[src/rtl/ovrd_clamp_sequencer.sv]
// Overdrive soft-clamp sequencer: pre-gain, then f(x) = (3x + x^3)/4 clamped to +/-3/4,
// evaluated on one time-shared fixed-point multiplier behind valid/ready handshakes.
module ovrd_clamp_sequencer #(
  parameter int bits_per_level = 12,
  parameter int fxp_size       = 32,
  parameter int cnt_size       = 16
) (
  input  logic                       clk,
  input  logic                       rst_n,
  input  logic                       i_valid,
  output logic                       o_ready,
  input  logic signed [fxp_size-1:0] i_sample,
  input  logic signed [fxp_size-1:0] i_gain,
  output logic                       o_valid,
  input  logic                       i_ready,
  output logic signed [fxp_size-1:0] o_sample,
  output logic                       o_clipped,
  output logic [cnt_size-1:0]        o_clip_count,
  input  logic                       i_clear_count
);

  localparam logic [2:0] S_IDLE   = 3'd0;
  localparam logic [2:0] S_GAIN   = 3'd1;
  localparam logic [2:0] S_SQUARE = 3'd2;
  localparam logic [2:0] S_CUBE   = 3'd3;
  localparam logic [2:0] S_SUM    = 3'd4;
  localparam logic [2:0] S_OUT    = 3'd5;

  localparam int PW = 2 * fxp_size;
  localparam logic signed [PW-1:0] ONE_W     = PW'(1) << bits_per_level;
  localparam logic signed [PW-1:0] NEG_ONE_W = -ONE_W;
  localparam int CLAMP_I = (3 * (1 << bits_per_level)) / 4;
  localparam logic signed [fxp_size-1:0] CLAMP_POS = fxp_size'(CLAMP_I);
  localparam logic signed [fxp_size-1:0] CLAMP_NEG = -CLAMP_POS;

  logic [2:0]                 state_q, state_d;
  logic signed [fxp_size-1:0] sample_q, sample_d;
  logic signed [fxp_size-1:0] gain_q, gain_d;
  logic signed [fxp_size-1:0] x_q, x_d;
  logic signed [fxp_size-1:0] sq_q, sq_d;
  logic signed [fxp_size-1:0] cu_q, cu_d;
  logic signed [fxp_size-1:0] result_q, result_d;
  logic                       clipped_q, clipped_d;
  logic [cnt_size-1:0]        cnt_q, cnt_d;

  logic signed [fxp_size-1:0] mul_a, mul_b;
  logic signed [PW-1:0]       mul_a_w, mul_b_w, prod, prod_sh;
  logic signed [fxp_size+1:0] x_ext, cu_ext, poly_sum;

  // Single multiplier: operands steered by the current step.
  always_comb begin
    mul_a = x_q;
    mul_b = x_q;
    case (state_q)
      S_GAIN: begin
        mul_a = sample_q;
        mul_b = gain_q;
      end
      S_CUBE: begin
        mul_a = sq_q;
        mul_b = x_q;
      end
      default: ;
    endcase
  end

  assign mul_a_w = {{fxp_size{mul_a[fxp_size-1]}}, mul_a};
  assign mul_b_w = {{fxp_size{mul_b[fxp_size-1]}}, mul_b};
  assign prod    = mul_a_w * mul_b_w;
  assign prod_sh = prod >>> bits_per_level;

  assign x_ext    = {{2{x_q[fxp_size-1]}}, x_q};
  assign cu_ext   = {{2{cu_q[fxp_size-1]}}, cu_q};
  assign poly_sum = (x_ext <<< 1) + x_ext + cu_ext;

  always_comb begin
    state_d   = state_q;
    sample_d  = sample_q;
    gain_d    = gain_q;
    x_d       = x_q;
    sq_d      = sq_q;
    cu_d      = cu_q;
    result_d  = result_q;
    clipped_d = clipped_q;
    case (state_q)
      S_IDLE: begin
        if (i_valid) begin
          sample_d = i_sample;
          gain_d   = i_gain;
          state_d  = S_GAIN;
        end
      end
      // Threshold test uses the untruncated product so overflow cannot wrap into the soft path.
      S_GAIN: begin
        if (prod_sh >= ONE_W) begin
          result_d  = CLAMP_POS;
          clipped_d = 1'b1;
          state_d   = S_OUT;
        end else if (prod_sh <= NEG_ONE_W) begin
          result_d  = CLAMP_NEG;
          clipped_d = 1'b1;
          state_d   = S_OUT;
        end else begin
          x_d     = prod_sh[fxp_size-1:0];
          state_d = S_SQUARE;
        end
      end
      S_SQUARE: begin
        sq_d    = prod_sh[fxp_size-1:0];
        state_d = S_CUBE;
      end
      S_CUBE: begin
        cu_d    = prod_sh[fxp_size-1:0];
        state_d = S_SUM;
      end
      S_SUM: begin
        result_d  = poly_sum[fxp_size+1:2];
        clipped_d = 1'b0;
        state_d   = S_OUT;
      end
      S_OUT: begin
        if (i_ready) state_d = S_IDLE;
      end
      default: state_d = S_IDLE;
    endcase
  end

  always_comb begin
    cnt_d = cnt_q;
    if (i_clear_count) begin
      cnt_d = '0;
    end else if (state_q == S_OUT && i_ready && clipped_q && cnt_q != '1) begin
      cnt_d = cnt_q + 1'b1;
    end
  end

  always_ff @(posedge clk or negedge rst_n) begin
    if (!rst_n) begin
      state_q   <= S_IDLE;
      sample_q  <= '0;
      gain_q    <= '0;
      x_q       <= '0;
      sq_q      <= '0;
      cu_q      <= '0;
      result_q  <= '0;
      clipped_q <= 1'b0;
      cnt_q     <= '0;
    end else begin
      state_q   <= state_d;
      sample_q  <= sample_d;
      gain_q    <= gain_d;
      x_q       <= x_d;
      sq_q      <= sq_d;
      cu_q      <= cu_d;
      result_q  <= result_d;
      clipped_q <= clipped_d;
      cnt_q     <= cnt_d;
    end
  end

  assign o_ready      = (state_q == S_IDLE);
  assign o_valid      = (state_q == S_OUT);
  assign o_sample     = result_q;
  assign o_clipped    = clipped_q;
  assign o_clip_count = cnt_q;

endmodule

[config.mk]
export PLATFORM = sky130hd
export DESIGN_NAME = ovrd_clamp_sequencer
export DESIGN_NICKNAME = d
export VERILOG_FILES = /design/src/rtl/ovrd_clamp_sequencer.sv
export SDC_FILE = /design/constraint.sdc
export NUM_CORES = 2
export LEC_CHECK = 0
export CORE_MARGIN = 5
export CORE_UTILIZATION = 70
export CTS_CLUSTER_DIAMETER = 200
export DETAILED_ROUTE_END_ITERATION = 6
export MAX_ROUTING_LAYER = met4
export PLACE_DENSITY = 0.95
export RECOVER_POWER = 25
export SYNTH_ARGS = -nofsm -noshare
export SYNTH_HDL_FRONTEND = slang
export SYNTH_SLANG_ARGS = --single-unit
export TNS_END_PERCENT = 10
[constraint.sdc]
create_clock -name clk -period 27.4 [get_ports clk]
set_clock_uncertainty 0.1 [all_clocks]
set_input_delay 5.48 -clock clk [delete_from_list [all_inputs] [get_ports clk]]
set_output_delay 5.48 -clock clk [all_outputs]
set_load 0.005 [all_outputs]
==> metrics <==
outcome=complete, but fails checks; failing checks=DRC, capacitance limit, slew limit; final worst path period share=a little under half; Mapped Area=47600 µm²; first-pass GRT wire length=about 250000 µm; most common cell in the netlist=fa_1; CP max FO=between 40 and 50; Post-synth EDFFs=0; setup_tns=0 ns; R2R Path Start=state_q[0]; Clk Latency, worst-skew pair=about 0.54 ns; DRC=1; most frequent cells after synthesis=1113 x fa_1, 1016 x inv_1, 707 x nand2_1, 609 x nor2_1, 226 x clkbuf_1; CP Class=flop to flop; Placed Cells=5967; Avg Vias per Cell=6.60; CTS tree=yes; DP Area=49800 µm²; RSZ-0062 raised after global routing=false; initial antenna violation count=6; Synthesized Nets=roughly 6500; Yosys cell types=86; CTS clock-pin slew for the worst setup and hold paths=roughly 0.06 ns; FFs w/ async S/R, synth=100%; max_slew headroom=-226%; largest net degree at the start of global routing=88; worst slew pin tran=about 4.9 ns; die footprint=between 70000 and 80000 µm²; sequential area share after synthesis=between 10 and 15%; die width=around 270 µm; synth top area cells=fa_1 47%, dfrtp_1 11%, inv_1 8.0%, nand2_1 5.6%, ha_1 5.6%; # IOs=120; Global Route Usage Sum=~45%; Num CTS Buffers=24; Synth top area share=~47%; initial DRC count=roughly 5000; PortBufs=around 120; minimum clock period after layout=13.07 ns; share of cells above drive strength 1=5.82%; crit path DAT=roughly 13 ns; vias in the first global route=around 44000; Post-Route Utilization=around 75%; Max-Cap Viols=3; final instance area=a little over 50000 µm²; CP startpoint=state_q[0]; die span in y=roughly 270 µm; hold-fix buffers at CTS=0; # Post-CTS Setup Buffers=0; DR vias=about 40000; slowest stage delay, CP=1.07 ns; Root Driver=clkbuf_16; drt wl/cell=~26 µm; crit path launch type=flop; final setup violation count=0; HPWL after DPL=~120000 µm; final-report max-slew violation count=approximately 140; Routed WL=between 150000 and 200000 µm; hold wc startpoint=sq_q[10]; CORE AREA=67300 µm²; CP required=27.70 ns; CP endpoint kind=flop; Slowest cell on crit path=fa_1; Syn Area/Cell=between 9 and 10 µm²; First-pass DRT Iterations=7; flops & latches, synth=212; DRT antenna net count=0; fin cells=6021; CTS sink cnt=about 210; starting density of the core=70.8%; CTS resizes=0; H-tree lvl count=1; YS warnings=0; Final Hold Viols=0; row cnt=95; cell count after synthesis=5141; P&R area growth vs syn=6.22%; Hold Crit Class=flop to flop; CTS max path bufs=3; grt ovf=0; Top FF cell, synth=dfrtp_1; routability cong.=between 1 and 1.5; largest area contributor in the netlist=fa_1; Nets=around 6500; fmax=between 0.07 and 0.08 GHz; most frequent CP cell=fa_1
-- cells by family after synthesis --
| logic type | share of synthesized area [%] |
|---|---|
| mux | 4.49 |
| simple gates | 13.3 |
| xor+xnor | 1.73 |
| fa+ha+maj | 52.4 |
| buf+inv | 10.1 |
| flops | 11.1 |
| compound gates | 6.89 |
-- final cells by class --
type	count	area, µm²
inverter	1017	3820
antenna	13	32.5
clock buffer	33	686
multi-input combinational	3659	37700
sequential	212	5310
timing repair buffer	206	1830
tap	873	1090
clock inverter	8	104
fill	4297	16700
-- path summary, 6_finish.rpt --
kind | to | depth (start not counted) | slack (ns)
max | x_q[1] | 30 | 14.33
min | sq_q[10] | 2 | 0.38
max reg2reg | x_q[1] | 30 | 14.33
min reg2reg | sq_q[10] | 2 | 0.38
max in group asynchronous | state_q[1] | 2 | 15.88
min in group asynchronous | o_sample[30] | 1 | 6.61
-- metal layers --
metal	share of wire, %	routed length [µm]	track usage, %
met1	31	48800	50.7
met4	11	17800	34.9
met3	15	23300	16.3
met5	0	0	-
met2	44	69400	66.8
-- metrics by stage --
stage | hold WS, ns | worst slack (ns)
after detailed placement | 0.370 | 14.79
final | 0.381 | 14.33
after floorplan | 0.342 | 16.75
after global placement | 0.360 | 14.99
after CTS | 0.382 | 14.69
after global routing | 0.401 | 13.84
-- sequential cells by signal (all words and copies together) (netlist names) --
register	flops
gain_q	32
cu_q	32
o_sample	32
sample_q	32
state_q	3
o_clipped	1
sq_q	32
x_q	32
o_clip_count	16
-- placed cells by master (no fill, tap or decap), drive strengths merged, types with 55 or more instances in the layout --
master / netlist / final
nor2: 609 / 609
a21oi: 117 / 117
nand2: 708 / 708
xnor2: 58 / 58
fa: 1113 / 1113
mux2: 121 / 121
mux2i: 69 / 69
o21ai: 172 / 172
o21a: 55 / 55
buf: 27 / 86
dfrtp: 212 / 212
inv: 1017 / 1018
clkdlybuf4s50: 0 / 118
ha: 212 / 212
-- critical path, delay by kind of cell (launching register included) --
family / cells / cell delay, ns
compound gates: 5 / 2.36
flops: 1 / 0.53
xor+xnor: 1 / 0.22
buf+inv: 6 / 1.43
fa+ha+maj: 9 / 5.52
simple gates: 8 / 2.03
mux: 1 / 0.60
Power is not shown: default switching activity piles up to over one toggle a cycle in this logic, so the estimate is an artifact.
